===== src/rtl/bnn_img_pkg.sv =====
// Shared constants and state encoding for the SPI image loader.
// Optional checksum stage is enabled by defining SPI_IMG_CHECKSUM_EN.
package bnn_img_pkg;

  localparam logic [7:0] CMD_START = 8'hC1;
  localparam logic [7:0] CMD_CLEAR = 8'hC2;

  localparam int unsigned IMG_BITS  = 900;
  localparam int unsigned IMG_BYTES = (IMG_BITS + 7) / 8;

  typedef enum logic [1:0] {
    ST_IDLE  = 2'd0,
    ST_LOAD  = 2'd1,
`ifdef SPI_IMG_CHECKSUM_EN
    ST_CHECK = 2'd2,
`endif
    ST_FULL  = 2'd3
  } img_load_state_t;

endpackage


===== src/rtl/spi_image_loader.sv =====
// Assembles one packed binary image from the SPI byte stream and holds it
// for the BNN core with a valid/ack handshake. Macro: SPI_IMG_CHECKSUM_EN.
//
// state    | meaning
// ST_IDLE  | waiting for CMD_START; CMD_CLEAR clears the sticky flags
// ST_LOAD  | every byte is image data, placed MSB-first
// ST_CHECK | next byte is compared with the XOR of the data bytes
// ST_FULL  | image complete and frozen until ack or CMD_CLEAR
module spi_image_loader
  import bnn_img_pkg::*;
#(
  parameter int unsigned IMG_BITS = bnn_img_pkg::IMG_BITS
) (
  input  logic                clk,
  input  logic                rst,
  input  logic [7:0]          rx_byte,
  input  logic                byte_valid,
  input  logic                img_ack,
  output logic [IMG_BITS-1:0] img_bits,
  output logic                img_valid,
  output logic                busy,
  output logic [6:0]          byte_count,
  output logic                overrun,
  output logic                cksum_err
);

  localparam int unsigned IMG_BYTES = (IMG_BITS + 7) / 8;
  localparam int unsigned LAST_W    = IMG_BITS - 8 * (IMG_BYTES - 1);
  localparam int unsigned IDX_W     = $clog2(IMG_BITS);
  localparam logic [6:0]  LAST_IDX  = 7'(IMG_BYTES - 1);

  img_load_state_t     state_q;
  logic [IMG_BITS-1:0] img_q;
  logic [IMG_BITS-1:0] img_d;
  logic [6:0]          byte_cnt_q;
  logic                valid_q;
  logic                busy_q;
  logic                overrun_q;
  logic [IDX_W-1:0]    base_idx;
`ifdef SPI_IMG_CHECKSUM_EN
  logic [7:0]          cksum_q;
  logic                cksum_err_q;
`endif

  // Base index is only formed for full bytes, so it can never underflow.
  always_comb begin
    img_d    = img_q;
    base_idx = '0;
    if (byte_cnt_q < LAST_IDX) begin
      base_idx = IDX_W'(IMG_BITS - 1 - (32'(byte_cnt_q) << 3));
    end
    if (byte_cnt_q == LAST_IDX) begin
      img_d[LAST_W-1:0] = rx_byte[7 -: LAST_W];
    end else begin
      img_d[base_idx -: 8] = rx_byte;
    end
  end

  always_ff @(posedge clk or negedge rst) begin
    if (!rst) begin
      state_q     <= ST_IDLE;
      img_q       <= '0;
      byte_cnt_q  <= '0;
      valid_q     <= 1'b0;
      busy_q      <= 1'b0;
      overrun_q   <= 1'b0;
`ifdef SPI_IMG_CHECKSUM_EN
      cksum_q     <= '0;
      cksum_err_q <= 1'b0;
`endif
    end else begin
      case (state_q)
        ST_IDLE: begin
          if (byte_valid) begin
            if (rx_byte == CMD_START) begin
              img_q      <= '0;
              byte_cnt_q <= '0;
              busy_q     <= 1'b1;
              state_q    <= ST_LOAD;
`ifdef SPI_IMG_CHECKSUM_EN
              cksum_q    <= '0;
`endif
            end else if (rx_byte == CMD_CLEAR) begin
              overrun_q   <= 1'b0;
`ifdef SPI_IMG_CHECKSUM_EN
              cksum_err_q <= 1'b0;
`endif
            end
          end
        end
        ST_LOAD: begin
          if (byte_valid) begin
            img_q      <= img_d;
            byte_cnt_q <= byte_cnt_q + 7'd1;
`ifdef SPI_IMG_CHECKSUM_EN
            cksum_q    <= cksum_q ^ rx_byte;
`endif
            if (byte_cnt_q == LAST_IDX) begin
`ifdef SPI_IMG_CHECKSUM_EN
              state_q <= ST_CHECK;
`else
              state_q <= ST_FULL;
              busy_q  <= 1'b0;
              valid_q <= 1'b1;
`endif
            end
          end
        end
`ifdef SPI_IMG_CHECKSUM_EN
        ST_CHECK: begin
          if (byte_valid) begin
            busy_q <= 1'b0;
            if (rx_byte == cksum_q) begin
              state_q <= ST_FULL;
              valid_q <= 1'b1;
            end else begin
              cksum_err_q <= 1'b1;
              img_q       <= '0;
              state_q     <= ST_IDLE;
            end
          end
        end
`endif
        ST_FULL: begin
          // Ack has priority; a coincident byte is dropped but still flags overrun.
          if (img_ack) begin
            valid_q <= 1'b0;
            state_q <= ST_IDLE;
            if (byte_valid && (rx_byte != CMD_CLEAR)) begin
              overrun_q <= 1'b1;
            end
          end else if (byte_valid) begin
            if (rx_byte == CMD_CLEAR) begin
              img_q       <= '0;
              valid_q     <= 1'b0;
              state_q     <= ST_IDLE;
              overrun_q   <= 1'b0;
`ifdef SPI_IMG_CHECKSUM_EN
              cksum_err_q <= 1'b0;
`endif
            end else begin
              overrun_q <= 1'b1;
            end
          end
        end
        default: state_q <= ST_IDLE;
      endcase
    end
  end

  assign img_bits   = img_q;
  assign img_valid  = valid_q;
  assign busy       = busy_q;
  assign byte_count = byte_cnt_q;
  assign overrun    = overrun_q;
`ifdef SPI_IMG_CHECKSUM_EN
  assign cksum_err  = cksum_err_q;
`else
  assign cksum_err  = 1'b0;
`endif

endmodule


===== config.mk =====
export PLATFORM = sky130hd
export DESIGN_NAME = spi_image_loader
export DESIGN_NICKNAME = d
export VERILOG_FILES = /design/src/rtl/bnn_img_pkg.sv /design/src/rtl/spi_image_loader.sv
export SDC_FILE = /design/constraint.sdc
export NUM_CORES = 2
export LEC_CHECK = 0
export ABC_AREA = 0
export BUFFER_PORTS_ARGS = -buffer_cell sky130_fd_sc_hd__clkbuf_2
export CAP_MARGIN = 20
export CORE_AREA = 2 2 356 358
export CTS_CLUSTER_SIZE = 14
export DETAILED_ROUTE_END_ITERATION = 10
export DIE_AREA = 0 0 358 360
export PLACE_DENSITY = 0.46
export SLEW_MARGIN = 20
export SYNTH_ARGS = -nofsm -noshare
export SYNTH_HDL_FRONTEND = slang
export SYNTH_SLANG_ARGS = --single-unit

===== constraint.sdc =====
create_clock -name clk -period 4.8 [get_ports clk]
set_input_delay 0.72 -clock clk [delete_from_list [all_inputs] [get_ports clk]]
set_output_delay 0.72 -clock clk [all_outputs]
set_load 0.005 [all_outputs]

After elaboration in Yosys (flattened, before gate mapping)
Cells that the tools add are included.

cells by class
  $add $sub $neg = 3
  magnitude comparators = 1
  equal/unequal tests = 19
  shifts and indexed selects = 2
  mux-type cells = 41
  reduce and logical (&&, ||, !) cells = 13

operators by type and width
  operator                  count
  $mux 900                  6
  $pmux 900 s3              1
  $shift 8x12->907 const A  1
  $shiftx 8x12->907         1
  $bwmux 900                1
  $mux 896                  1
  $mux 7                    3
  $ne 2x2->1 const B        10
  $eq 8x8->1 const B        2
  $mux 1                    15
  $mux 2                    7
  $pmux 7 s2                1
  $neg 10->12               1
  $reduce_and 6->1          2
  $mux 10                   1
  $reduce_and 5->1          2
  $sub 10x10->10 const A    1
  $ne 3x3->1 const B        3
  $ne 8x8->1 const B        1
  $reduce_and 8->1          1
  $add 7x1->7 const B       1
  $eq 7x7->1 const B        1
  $lt 7x7->1 const B        1
  $reduce_and 7->1          1
  10 further kinds          14

storage, ports and cells
  flip-flop bits (word level) = 912
  input port bits = 12
  output and inout port bits = 911

Depth between registers and ports, before layout
  depth in word-level cells = 8
  depth in mapped cells = 15
  mapped depth without buffers = 8

Worst setup path before layout
Ideal clock, no wire load.

  kind = reg-to-reg
  start point = register byte_cnt_q[0], in the netlist byte_count[0]
  end point = register img_q[365], in the netlist img_bits[365]
  setup time = 95 ps
  arrival time = 3423 ps
  data required time = 4705 ps
  setup slack = 1282 ps
  cell stages (with the launch flop) = 14
  path buffers = 6
  cells stage by stage = dfrtp_1 -> buf_2 -> clkbuf_1 -> inv_1 -> ha_1 -> buf_2 -> nor3b_1 -> buf_2 -> mux2_2 -> buf_2 -> nor3_1 -> clkbuf_1 -> nand2_2 -> o31ai_1

on the way
  word-level cells in the longest chain between the ends = 8

RTL lines
  what                                                   line                                            source
  from (decl)                                            spi_image_loader.sv:35                          logic [6:0] byte_cnt_q;
  from (signal assigned)                                 spi_image_loader.sv:94                          byte_cnt_q <= byte_cnt_q + 7'd1;
  $sub 10x10->10 or $lt 7x7->1 (tied branches)           spi_image_loader.sv:50, spi_image_loader.sv:49
  $mux 10                                                spi_image_loader.sv:49                          if (byte_cnt_q < LAST_IDX) begin
  $neg 10->12                                            spi_image_loader.sv:55                          img_d[base_idx -: 8] = rx_byte;
  $shiftx 8x12->907 or $shift 8x12->907 (tied branches)  spi_image_loader.sv:55
  $bwmux 900                                             spi_image_loader.sv:55
  $mux 896                                               spi_image_loader.sv:52                          if (byte_cnt_q == LAST_IDX) begin
  $mux 900                                               spi_image_loader.sv:92                          if (byte_valid) begin
  $pmux 900 s3                                           spi_image_loader.sv:72                          case (state_q)
  to (signal assigned)                                   spi_image_loader.sv:93                          img_q <= img_d;
  to (decl)                                              spi_image_loader.sv:33                          logic [IMG_BITS-1:0] img_q;

Parallel ways exist; a longest one is shown, timed or not. The select of a mux whose other input is x is not followed.
A chain may end at the register's enable or synchronous reset.

Worst setup path after layout
  start point = register byte_cnt_q[0], in the netlist byte_count[0]
  end point = register img_q[729], in the netlist img_bits[729]

Same word-level chain as after synthesis.

==> summary.md <==
| Metric | Value |
|---|---|
| TritonCTS clock tree | yes |
| Post-synthesis register bit count | between 900 and 1000 |
| Root Driver | clkbuf_16 |
| WS Path Type | register to register |
| CP Launch Type | register |
| Area Growth Syn to Fin | 31.66% |
| Routed wire per std cell | between 30 and 40 um |
| Synth Cell Area | approximately 37000 sq um |
| DP Wirelength | 164.7 mm |
| Sequential area share after synthesis | around 62% |
| Post-synth EDFFs | 0 |
| Crit. End Element | register |
| Reg-to-reg critical path startpoint | byte_count[0]$_DFFE_PN0P_ |
| Syn. warnings | 0 |
| Clock buffer depth | 3 |
| Worst path arrival time | just over 5 ns |
| Die H | approximately 360 um |
| Initial antenna violation count | 8 |
| # rows | 130 |
| Crit path to | img_bits[729]$_DFFE_PN0P_ |
| Total number of vias | 34210 |
| Critical Path Max Stage Delay | 0.94 ns |
| Overflow after GRT | 0 |
| Total GRT Usage | roughly 33% |
| Max cap viols | 0 |
| LEAKAGE | around 23 nW |
| Max Fclk | between 200 and 250 MHz |
| Die span in x | 358 um |
| Final setup fails | 0 |
| Worst-path cell chain | inv_1, ha_1, nor3b_2, mux2i_4, nor3_1, a31oi_1, a22o_1 |
| R2R setup slack | roughly 0.38 ns |
| Core area | approximately 120000 sq um |
| Cts hold-fix bufs | 0 |
| Slew margin rel. | a little under a quarter |
| Remaining antenna violation count | 0 |
| Distinct cell type count after synthesis | 75 |
| Routability Congestion | a little over 0.9 |
| Status | finished clean |
| Starting Density | ~30% |
| Fill cells | about 13000 |
| Power per standard cell area | about 600 nW/um^2 |
| RSZ-0062 raised after global routing | false |
| Ys flop type | dfrtp_1 |
| Initial DRC count | about 3500 |
| Cell count of the worst reg-to-reg path | 7 |
| Clk slew on worst S/H paths | approximately 0.060 ns |
| Max FO, Critical Path | 21 |
| Vias in the first global route | ~33000 |
| Placed Area | 44480 sq um |
| Htree depth | 3 |
| Critical-path top delay cell | a31oi_1 |
| First-pass GRT wire length | 296.5 mm |
| Fraction of layout instances using a drive strength above 1 | 32.27% |
| Synth Area per Inst | between 10 and 15 sq um |
| Final instance area | between 40000 and 50000 sq um |
| DRC viols | 0 |
| Clock Sinks | 912 |
| Reg2Reg Capture Point | img_bits[729]$_DFFE_PN0P_ |
| Worst vdd ir | about 370 uV |
| Via density | 5.685 |
| Final min period | 4.424 ns |
| Port buffer count | about 900 |
| Synth Instances | 3245 |
| Max-slew violations | 0 |
| Final period util | between 90% and 100% |
| Total negative setup slack | 0 ns |
| Worst min path class | primary input to asynchronous set/reset pin |
| Worst Tran Pin Value | 1.148 ns |
| Final Hold Viols | 0 |
| Post-Route WL | between 200 and 250 mm |
| Pre-antenna DRT Iters | 6 |
| # IOs | roughly 900 |
| Critical Path RT | 5.46 ns |
| Worst-Skew Late Latency | roughly 0.73 ns |
| CP startpoint | byte_count[0]$_DFFE_PN0P_ |
| Synth async-reset ratio | between 90% and 100% |
| Largest net degree at the start of global routing | roughly 240 |
| Final Skew | approximately 0.023 ns |
| Syn nets | approximately 3300 |
| Nets | between 4000 and 5000 |
| CTS buffer count | roughly 110 |
| Total Die Area | about 130000 sq um |
[worst max-delay path: cells and delay by family (launching register included)]
kind,cells,cell delay (ns)
flip-flops,1,0.57
multiplexers,1,0.89
adder cells (fa/ha/maj),1,0.37
buffers and inverters,1,0.21
AND/OR/NAND/NOR,2,1.08
AO/OA/AOI/OAI,2,1.22
[routing by layer]
layer | up-vias | wire length, um | share of wire [%] | track usage, %
met1 | 17890 | 88240 | 40 | 42.01
met5 | - | 29 | 0.013 | 0
met4 | 4 | 9971 | 4.5 | 13.94
li1 | 14230 | - | - | -
met2 | 1728 | 103000 | 47 | 53.18
met3 | 354 | 19680 | 8.9 | 9.759
[state kept, by name, indices dropped and copies added (netlist names)]
register and count:
state_q 2, img_bits 900, img_valid 1, overrun 1
byte_count 7, busy 1
[synth_stat cells, types with 11 or more instances]
| library cell | n | area (sq um) |
|---|---|---|
| nor2_1 | 144 | 540.5 |
| o21ai_0 | 336 | 1682 |
| a21oi_1 | 65 | 325.3 |
| o31ai_1 | 53 | 397.9 |
| and3_1 | 15 | 93.84 |
| buf_2 | 57 | 285.3 |
| nor4_1 | 15 | 93.84 |
| nand4_1 | 15 | 93.84 |
| o2bb2ai_1 | 40 | 350.3 |
| nand2_1 | 396 | 1486 |
| a22o_1 | 266 | 2330 |
| buf_1 | 27 | 101.4 |
| and2_1 | 11 | 68.82 |
| a31oi_1 | 25 | 156.4 |
| clkbuf_1 | 140 | 525.5 |
| nand3_1 | 330 | 1652 |
| dfrtp_1 | 912 | 22820 |
| a32o_1 | 195 | 1952 |
| nor3_1 | 50 | 250.2 |
[final cells by class]
class	count	area, sq um	share of cell area (%)
diodes	2	5.005	0.01040
clock buffers	169	3208	6.665
clock inverters	24	406.6	0.8448
inverters	11	41.29	0.08578
multi-input cells	2088	12960	26.92
flip-flops and latches	912	22820	47.41
well taps	1650	2064	4.289
repair buffers	1162	6628	13.77
[worst min path at each step]
stage	start	endpoint	slack [ns]
5_1_grt	rst	img_bits[382]$_DFFE_PN0P_	0.14
6_report	rst	img_bits[382]$_DFFE_PN0P_	0.07
4_1_cts	rst	img_bits[382]$_DFFE_PN0P_	0.1
3_5_place_dp	img_bits[503]$_DFFE_PN0P_	img_bits[503]$_DFFE_PN0P_	0.47
2_1_floorplan	rst	busy$_DFFE_PN0P_	0.42
3_3_place_gp	img_bits[347]$_DFFE_PN0P_	img_bits[347]$_DFFE_PN0P_	0.46
[logic make-up (layout without fill, tap and decap cells)]
| group | after synthesis | after routing | share of synthesized area [%] |
|---|---|---|---|
| xor+xnor | 12 | 12 | 0.3080 |
| other cells | 1 | 3 | 0.01026 |
| fa+ha+maj | 2 | 2 | 0.06844 |
| buf+inv | 245 | 1366 | 2.834 |
| simple gates | 1023 | 1023 | 12.80 |
| flops | 912 | 912 | 62.43 |
| compound gates | 1042 | 1042 | 21.32 |
| mux | 8 | 8 | 0.2361 |
[power by group]
part	switching [mW]	total, mW	internal [mW]
combinational	7.29	10.0	2.75
sequential	0.925	9.83	8.90
clock	3.55	8.50	4.96
[cells in the final DEF (no fill, tap or decap), types with 11 or more instances in the layout]
cell	synthesis	final
nor3_2	7	16
nor3_1	50	40
clkbuf_2	0	920
a32o_1	195	195
dfrtp_1	912	912
and3_1	15	14
clkbuf_16	0	105
a22o_1	266	266
nand3_1	330	328
nor2_1	144	134
clkbuf_1	140	30
o31ai_1	53	53
buf_4	8	225
clkbuf_8	0	34
a31oi_1	25	24
buf_12	0	14
a21oi_1	65	64
o21ai_0	336	335
and2_1	11	11
nand4_1	15	15
nand2_1	396	396
o2bb2ai_1	40	40
[repair_timing]
action,4_1_cts,5_1_grt
setup endpoints to repair,0,2
setup buffers,0,0
gates resized for setup,0,1
[stage by stage]
step / setup slack (ns) / power [mW] / utilization (%) / hold WS, ns / std cells
2_1_floorplan: 1.282 / 13.42 / - / 0.4244 / 3245
3_3_place_gp: 0.2343 / 19.80 / 35.58 / 0.4610 / 5821
3_5_place_dp: 0.2876 / 19.84 / 35.61 / 0.4662 / 5822
4_1_cts: 0.2517 / 28.36 / 38.50 / 0.09600 / 6015
5_1_grt: 0.1640 / 29.18 / 38.53 / 0.1409 / 6017
6_report: 0.3759 / 28.37 / 38.53 / 0.07071 / 6018
Note: power is estimated with default switching activity, not from simulation.
